--- src/rtl/z80_interrupt_controller_if.sv ---
// z80_interrupt_controller_if
//   Bus-side signal bundle for the mode-2 interrupt controller.
//   slave  : the controller (consumes the Z80 strobes and device requests,
//            drives read/vector data and /INT).
//   master : the bus controller / CPU side driving the strobes.
//   Signals:
//     i_cs_n, i_rd_n, i_wr_n : register window select and strobes
//     i_m1_n, i_iorq_n       : raw Z80 /M1 and /IORQ for INTA detection
//     i_addr[1:0]            : register select
//     i_data[7:0]            : write data
//     o_data[7:0], o_data_en : read or vector data and its bus enable
//     i_irq[3:0]             : asynchronous device requests, bit 0 highest
//     o_int_n                : registered Z80 /INT
interface z80_interrupt_controller_if;
  logic       i_cs_n;
  logic       i_rd_n;
  logic       i_wr_n;
  logic       i_m1_n;
  logic       i_iorq_n;
  logic [1:0] i_addr;
  logic [7:0] i_data;
  logic [7:0] o_data;
  logic       o_data_en;
  logic [3:0] i_irq;
  logic       o_int_n;

  modport slave (
    input  i_cs_n, i_rd_n, i_wr_n, i_m1_n, i_iorq_n, i_addr, i_data, i_irq,
    output o_data, o_data_en, o_int_n
  );

  modport master (
    output i_cs_n, i_rd_n, i_wr_n, i_m1_n, i_iorq_n, i_addr, i_data, i_irq,
    input  o_data, o_data_en, o_int_n
  );
endinterface

--- src/rtl/z80_interrupt_controller.sv ---
// z80_interrupt_controller
//   Mode-2 vectored interrupt controller with four prioritised, nestable
//   sources. Drives /INT and supplies the vector byte during INTA.
//   Ports:
//     i_clk   : system clock (inverted bus clock)
//     i_reset : asynchronous active-high reset
//     bus     : z80_interrupt_controller_if.slave (register window, INTA
//               strobes, device requests, data out and /INT)
//   Register map (i_addr):
//     0 CTRL  [3:0] MASK, [7:4] EDGE (1 = rising edge, 0 = level)
//     1 PEND  read {4'b0,PEND}; write-1-to-clear on edge-mode bits
//     2 VBASE vector base, bits [7:4] used
//     3 INSV  read {4'b0,INSV}; any write is EOI (clears lowest set bit)
module z80_interrupt_controller #(
  parameter logic [7:0]  VECTOR_RESET = 8'h00,
  parameter int unsigned SYNC_STAGES  = 2
) (
  input logic i_clk,
  input logic i_reset,
  z80_interrupt_controller_if.slave bus
);

  typedef enum logic {ST_IDLE, ST_ACK} state_t;

  state_t r_state;
  state_t w_state_next;

  logic [SYNC_STAGES-1:0][3:0] r_sync;
  logic [3:0] r_irq_prev;
  logic [3:0] r_mask;
  logic [3:0] r_edge;
  logic [3:0] r_pend;
  logic [3:0] r_insv;
  logic [7:0] r_vbase;
  logic       r_wr_prev;
  logic       r_int_n;
  logic [1:0] r_src;
  logic       r_spur;

  logic [3:0] w_irq_s;
  logic       w_wr;
  logic       w_wr_pulse;
  logic       w_rd;
  logic       w_inta;
  logic       w_ack_start;
  logic [3:0] w_cand;
  logic [3:0] w_insv_low;
  logic [3:0] w_allow;
  logic [3:0] w_elig;
  logic       w_win_any;
  logic [1:0] w_win_idx;
  logic [3:0] w_ack_bit;
  logic [3:0] w_pend_next;
  logic [3:0] w_insv_next;
  logic       w_eoi;
  logic       w_w1c;
  logic [7:0] w_data;

  assign w_irq_s    = r_sync[SYNC_STAGES-1];
  assign w_wr       = ~bus.i_cs_n & ~bus.i_wr_n;
  assign w_wr_pulse = w_wr & ~r_wr_prev;
  assign w_rd       = ~bus.i_cs_n & ~bus.i_rd_n;
  assign w_inta     = ~bus.i_m1_n & ~bus.i_iorq_n;
  assign w_eoi      = w_wr_pulse & (bus.i_addr == 2'd3);
  assign w_w1c      = w_wr_pulse & (bus.i_addr == 2'd1);

  // Arbitration: only sources strictly above the highest-priority in-service
  // level may win; the lowest set INSV bit marks that level.
  always_comb begin
    w_cand     = r_pend & r_mask;
    w_insv_low = r_insv & (~r_insv + 4'd1);
    w_allow    = (r_insv == 4'd0) ? 4'hF : (w_insv_low - 4'd1);
    w_elig     = w_cand & w_allow;
    w_win_any  = |w_elig;
    w_win_idx  = 2'd0;
    for (int unsigned k = 0; k < 4; k++) begin
      if (w_elig[3-k]) w_win_idx = 2'(3 - k);
    end
    w_ack_bit  = (w_ack_start & w_win_any) ? (4'b0001 << w_win_idx) : 4'b0000;
  end

  // Acknowledge FSM: ST_ACK spans the whole INTA strobe.
  always_comb begin
    w_state_next = r_state;
    w_ack_start  = 1'b0;
    case (r_state)
      ST_IDLE: begin
        if (w_inta) begin
          w_state_next = ST_ACK;
          w_ack_start  = 1'b1;
        end
      end
      ST_ACK: begin
        if (!w_inta) w_state_next = ST_IDLE;
      end
      default: w_state_next = ST_IDLE;
    endcase
  end

  // Pending/in-service next state. Edge bits: a set event beats a
  // same-cycle clear. Level bits simply track the synchronised request.
  always_comb begin
    w_pend_next = r_pend;
    for (int unsigned n = 0; n < 4; n++) begin
      if (r_edge[n]) begin
        w_pend_next[n] = (w_irq_s[n] & ~r_irq_prev[n]) |
                         (r_pend[n] & ~((w_w1c & bus.i_data[n]) | w_ack_bit[n]));
      end else begin
        w_pend_next[n] = w_irq_s[n];
      end
    end
    w_insv_next = (w_eoi ? (r_insv & (r_insv - 4'd1)) : r_insv) | w_ack_bit;
  end

  always_ff @(posedge i_clk or posedge i_reset) begin
    if (i_reset) begin
      r_state    <= ST_IDLE;
      r_sync     <= '0;
      r_irq_prev <= '0;
      r_mask     <= '0;
      r_edge     <= '0;
      r_pend     <= '0;
      r_insv     <= '0;
      r_vbase    <= VECTOR_RESET;
      r_wr_prev  <= 1'b0;
      r_int_n    <= 1'b1;
      r_src      <= '0;
      r_spur     <= 1'b0;
    end else begin
      r_state    <= w_state_next;
      r_sync     <= {r_sync[SYNC_STAGES-2:0], bus.i_irq};
      r_irq_prev <= w_irq_s;
      r_wr_prev  <= w_wr;
      r_pend     <= w_pend_next;
      r_insv     <= w_insv_next;
      r_int_n    <= ~(w_win_any & (r_state == ST_IDLE) & ~w_ack_start);
      if (w_ack_start) begin
        r_src  <= w_win_any ? w_win_idx : 2'd0;
        r_spur <= ~w_win_any;
      end
      if (w_wr_pulse && bus.i_addr == 2'd0) {r_edge, r_mask} <= bus.i_data;
      if (w_wr_pulse && bus.i_addr == 2'd2) r_vbase <= bus.i_data;
    end
  end

  // The vector is shown live on the first INTA cycle and frozen from the
  // capture edge onward, so the CPU sees a stable byte for the whole strobe.
  always_comb begin
    w_data = 8'h00;
    if (w_inta) begin
      if (r_state == ST_ACK)
        w_data = {r_vbase[7:4], r_spur, r_src, 1'b0};
      else
        w_data = {r_vbase[7:4], ~w_win_any, (w_win_any ? w_win_idx : 2'd0), 1'b0};
    end else if (w_rd) begin
      case (bus.i_addr)
        2'd0:    w_data = {r_edge, r_mask};
        2'd1:    w_data = {4'h0, r_pend};
        2'd2:    w_data = r_vbase;
        default: w_data = {4'h0, r_insv};
      endcase
    end
  end

  assign bus.o_data    = i_reset ? 8'h00 : w_data;
  assign bus.o_data_en = ~i_reset & (w_inta | w_rd);
  assign bus.o_int_n   = r_int_n;

endmodule

--- src/flat_wrapper.sv ---
// flat-port wrapper written by rule: the top's interface ports become plain ports
module z80_interrupt_controller_flat 
#(
  parameter logic [7:0]  VECTOR_RESET = 8'h00,
  parameter int unsigned SYNC_STAGES  = 2
)
  (i_clk, i_reset, bus_i_cs_n, bus_i_rd_n, bus_i_wr_n, bus_i_m1_n, bus_i_iorq_n, bus_i_addr, bus_i_data, bus_i_irq, bus_o_data, bus_o_data_en, bus_o_int_n);
  z80_interrupt_controller_if bus_i ();
  input logic i_clk;
  input logic i_reset;
  input wire logic [$bits(bus_i.i_cs_n)-1:0] bus_i_cs_n;
  input wire logic [$bits(bus_i.i_rd_n)-1:0] bus_i_rd_n;
  input wire logic [$bits(bus_i.i_wr_n)-1:0] bus_i_wr_n;
  input wire logic [$bits(bus_i.i_m1_n)-1:0] bus_i_m1_n;
  input wire logic [$bits(bus_i.i_iorq_n)-1:0] bus_i_iorq_n;
  input wire logic [$bits(bus_i.i_addr)-1:0] bus_i_addr;
  input wire logic [$bits(bus_i.i_data)-1:0] bus_i_data;
  input wire logic [$bits(bus_i.i_irq)-1:0] bus_i_irq;
  output wire logic [$bits(bus_i.o_data)-1:0] bus_o_data;
  output wire logic [$bits(bus_i.o_data_en)-1:0] bus_o_data_en;
  output wire logic [$bits(bus_i.o_int_n)-1:0] bus_o_int_n;
  assign bus_i.i_cs_n = bus_i_cs_n;
  assign bus_i.i_rd_n = bus_i_rd_n;
  assign bus_i.i_wr_n = bus_i_wr_n;
  assign bus_i.i_m1_n = bus_i_m1_n;
  assign bus_i.i_iorq_n = bus_i_iorq_n;
  assign bus_i.i_addr = bus_i_addr;
  assign bus_i.i_data = bus_i_data;
  assign bus_i.i_irq = bus_i_irq;
  assign bus_o_data = bus_i.o_data;
  assign bus_o_data_en = bus_i.o_data_en;
  assign bus_o_int_n = bus_i.o_int_n;
  z80_interrupt_controller #(.VECTOR_RESET(VECTOR_RESET), .SYNC_STAGES(SYNC_STAGES)) u_core (.i_clk(i_clk), .i_reset(i_reset), .bus(bus_i));
endmodule
--- config.mk ---
export PLATFORM = sky130hd
export DESIGN_NAME = z80_interrupt_controller_flat
export DESIGN_NICKNAME = d
export VERILOG_FILES = /design/src/rtl/z80_interrupt_controller_if.sv /design/src/rtl/z80_interrupt_controller.sv /design/src/flat_wrapper.sv
export SDC_FILE = /design/constraint.sdc
export NUM_CORES = 1
export LEC_CHECK = 0
export CORE_MARGIN = 5
export CORE_UTILIZATION = 52
export CTS_CLUSTER_DIAMETER = 60
export CTS_CLUSTER_SIZE = 40
export DETAILED_ROUTE_END_ITERATION = 8
export PLACE_DENSITY = 0.78
export SLEW_MARGIN = 25
export SYNTH_ARGS = -nofsm -noshare
export SYNTH_HDL_FRONTEND = slang
export SYNTH_SLANG_ARGS = --single-unit
--- constraint.sdc ---
create_clock -name i_clk -period 2 [get_ports i_clk]
set_clock_uncertainty 0.2 [all_clocks]
set_input_delay 0.2 -clock i_clk [delete_from_list [all_inputs] [get_ports i_clk]]
set_output_delay 0.2 -clock i_clk [all_outputs]
set_load 0.01 [all_outputs]
==> impl_metrics.py <==
metrics = {
    "status": {
        "status": "finished with violations",
        "violations": "negative setup slack",
    },
    "synth": {
        "synth_area_mm2": 0.00189,
        "async_reset_ff_frac": 1.00,
        "syn_inst": 156,
        "synth.net_count": 177,
        "synth.avg_cell_area_um2": 12.1,
        "synth_enable_flop_cells": 0,
        "synth_ff_type": "dfrtp_1",
        "yosys-top-cells-area": "dfrtp_1, mux2_1, nand2_1",
        "synth_top_area_cell": "dfrtp_1",
        "ys_seq_area_frac": 0.558,
        "yosys.area.top_type_share": 0.544,
        "yosysWarnings": 0,
        "synth_seq_cells": 42,
        "yosysUniqueCellTypes": 40,
    },
    "hold_path": {
        "min_path_type": "input port to register",
        "worst_hold_startpoint": "bus_i_irq[3]",
    },
    "grt": {
        "grt_max_degree": 28,
        "grt_overflow": 0,
        "grt_pass1_wl_um": 8420,
        "grtUsageTotal": 0.220,
        "grt_antenna_before_repair": 0,
        "grt_pass1_vias": 1750,
    },
    "timing": {
        "final-hold-violation-count": 0,
        "final-setup-viol-count": 5,
        "period_minus_slack_ns": 2.30,
        "fmax_ghz": 0.435,
        "whs_ns": 0.0646,
        "maxSlewViolCount": 0,
        "tightest_slew_ns": 0.683,
        "slew_headroom": 0.540,
        "period_share": 1.15,
        "grt_setup_unrepaired": "true",
        "fin_ws_ns": -0.296,
    },
    "power_and_ir_drop": {
        "p_per_area_mw_per_mm2": 926,
        "power.total_mw": 2.47,
        "ir_worst_vdd_uv": 548,
        "p_leak_nw": 1.21,
    },
    "worst_setup_path": {
        "crit_family": "simple AND/OR/NAND/NOR gates",
        "cp-end-kind": "output port",
        "critPathBufInv": 2,
        "endpoint": "bus_o_data[3]",
        "critical_path_arrival_ns": 1.90,
        "cp-start-kind": "register",
        "cp-startpoint": "u_core.r_insv[2]",
        "crit_path_top_delay_cell": "or3_4",
        "path_class": "register to output port",
        "r2r_end": "u_core.r_pend[3]",
        "cp.depth": 6,
        "reg2reg_depth": 6,
        "path_cells": "or3_4, buf_6, a21oi_4, o31ai_2, a22o_1, buf_2",
        "required_ns": 1.60,
        "r2r_slack_ns": -0.06,
        "reg2reg_from": "u_core.r_insv[2]",
        "slowest_delay_ns": 0.45,
        "cp_max_fo": 4,
    },
    "die": {
        "die_h_um": 70.2,
        "rows": 21,
        "io_pins": 31,
        "core_area_mm2": 0.00342,
        "dieArea_mm2": 0.00493,
        "chipWidth_um": 70.2,
        "start_util": 0.552,
    },
    "cts": {
        "cts_buffers": 5,
        "tritoncts": "built",
        "clock-sinks": 42,
        "ctsHtreeMaxLevel": 2,
        "clock_latency_ns": 0.37,
        "clk_pin_slew_ns": 0.13,
        "clockRootBuffer": "clkbuf_4",
        "clock_path_buffers": 2,
    },
    "route": {
        "via_per_inst": 5.72,
        "dr.pass1.iters": 4,
        "drt_drc_violations_left": 0,
        "wl_per_cell_um": 18.2,
        "drt-initial-drc-count": 145,
        "wl_um": 5090,
        "drtAntennaViolNets": 0,
        "vias": 1597,
    },
    "final_layout": {
        "area_growth_syn_to_layout_pct": 41.1,
        "diodes": 0,
        "fin_nets": 253,
        "fin_area_mm2": 0.00266,
        "drive_gt1_frac": 0.339,
    },
    "job": {
        "drv_cap": 0,
    },
    "placed_design": {
        "port_buffers": 30,
        "dpl-instance-area_mm2": 0.00250,
        "place.detailed.hpwl_um": 3600,
        "place_congestion": 0.858,
    },
}
registers in the layout (all words and copies together) (netlist names):
register,flops
u_core.r_vbase,8
u_core.r_edge,4
u_core.r_insv,4
u_core.r_irq_prev,4
u_core.r_mask,4
u_core.r_pend,4
u_core.r_sync,4
u_core.w_irq_s,4
u_core.r_src,2
u_core.bus.o_int_n,1
u_core.r_spur,1
u_core.r_state,1
u_core.r_wr_prev,1
metal layers:
| metal | wire [um] | vias up | global-route usage |
|---|---|---|---|
| met5 | 0 | - | 0 |
| met4 | 185 | 0 | 0.104 |
| met3 | 310 | 16 | 0.0531 |
| met2 | 2580 | 76 | 0.367 |
| met1 | 2010 | 777 | 0.267 |
| li1 | - | 728 | - |
area by class of cell:
cell class | count | area [um^2]
fillers | 222 | 754
repair buffers | 72 | 607
clock buffers | 5 | 37.5
flip-flops and latches | 42 | 1050
multi-input cells | 108 | 871
clock inverters | 3 | 21.3
well taps | 46 | 57.6
inverters | 3 | 15.0
synth_stat cells (2+ instances only):
cell / number
a21boi_0: 3
a21oi_1: 4
or3_1: 3
nand3b_1: 3
a41o_1: 2
o31ai_1: 2
mux4_2: 3
inv_1: 2
a22o_1: 4
nand2b_1: 3
o21ai_1: 2
mux2_1: 16
nor3_1: 6
a22oi_1: 4
nand3_1: 2
dfrtp_1: 41
buf_2: 2
nand2_1: 21
o21ai_0: 5
nor2_1: 8
kinds of logic after synthesis:
| group | Yosys count | synth area share |
|---|---|---|
| AND/OR/NAND/NOR | 55 | 0.155 |
| flip-flops | 42 | 0.558 |
| AO/OA/AOI/OAI | 32 | 0.123 |
| multiplexers | 21 | 0.151 |
| buffers and inverters | 6 | 0.0133 |
power by group:
| part | internal (mW) | leakage [nW] | switching (mW) |
|---|---|---|---|
| clock network | 0.137 | 0.0312 | 0.287 |
| logic | 0.484 | 0.675 | 0.392 |
| registers | 1.03 | 0.505 | 0.136 |
cells in the final DEF, fill, tap and decap left out, types with 2 or more instances in the layout:
| cell | count |
|---|---|
| nand3b_1 | 3 |
| clkdlybuf4s50_1 | 19 |
| buf_2 | 6 |
| nand3_1 | 2 |
| mux2_1 | 16 |
| or3_1 | 3 |
| dlymetal6s2s_1 | 2 |
| a22oi_1 | 4 |
| a21boi_0 | 3 |
| o21ai_1 | 2 |
| a22o_1 | 4 |
| nor2_1 | 7 |
| a41o_1 | 2 |
| o31ai_2 | 2 |
| a21oi_1 | 4 |
| nand2_1 | 21 |
| nand2b_1 | 3 |
| clkinvlp_4 | 2 |
| clkbuf_4 | 5 |
| mux4_2 | 4 |
| buf_4 | 36 |
| nor3_1 | 4 |
| dfrtp_1 | 41 |
| nor3_2 | 3 |
| buf_6 | 6 |
| o21ai_0 | 4 |
how the worst min path moves through the flow:
stage,to,slack (ns),cells past startpoint
finish,u_core.r_sync[3],0.06,1
global route,u_core.r_sync[3],0.04,1
CTS,u_core.r_sync[3],0.06,1
detailed placement,u_core.w_irq_s[1],0.14,0
global placement,u_core.w_irq_s[3],0.13,0
floorplan,u_core.r_edge[0],-0.001,1
per-stage QoR:
step	TNS (ns)	setup slack, ns	utilization	cells
2_1_floorplan	0	0.152	-	156
3_3_place_gp	-4.16	-0.470	0.733	265
3_5_place_dp	-5.05	-0.509	0.733	265
4_1_cts	-1.33	-0.288	0.773	280
5_1_grt	-1.29	-0.376	0.779	279
6_report	-0.968	-0.296	0.779	279
timing repair:
| action | in CTS | in global routing |
|---|---|---|
| resized for setup | 44 | 16 |
| endpoints found under the hold margin | 0 | 1 |
| hold buffers | 0 | 1 |
| endpoints found under the setup margin | 9 | 12 |
| pin swaps | 6 | 6 |
| buffers inserted | 8 | 3 |
Power figures use the tool's default switching activity.
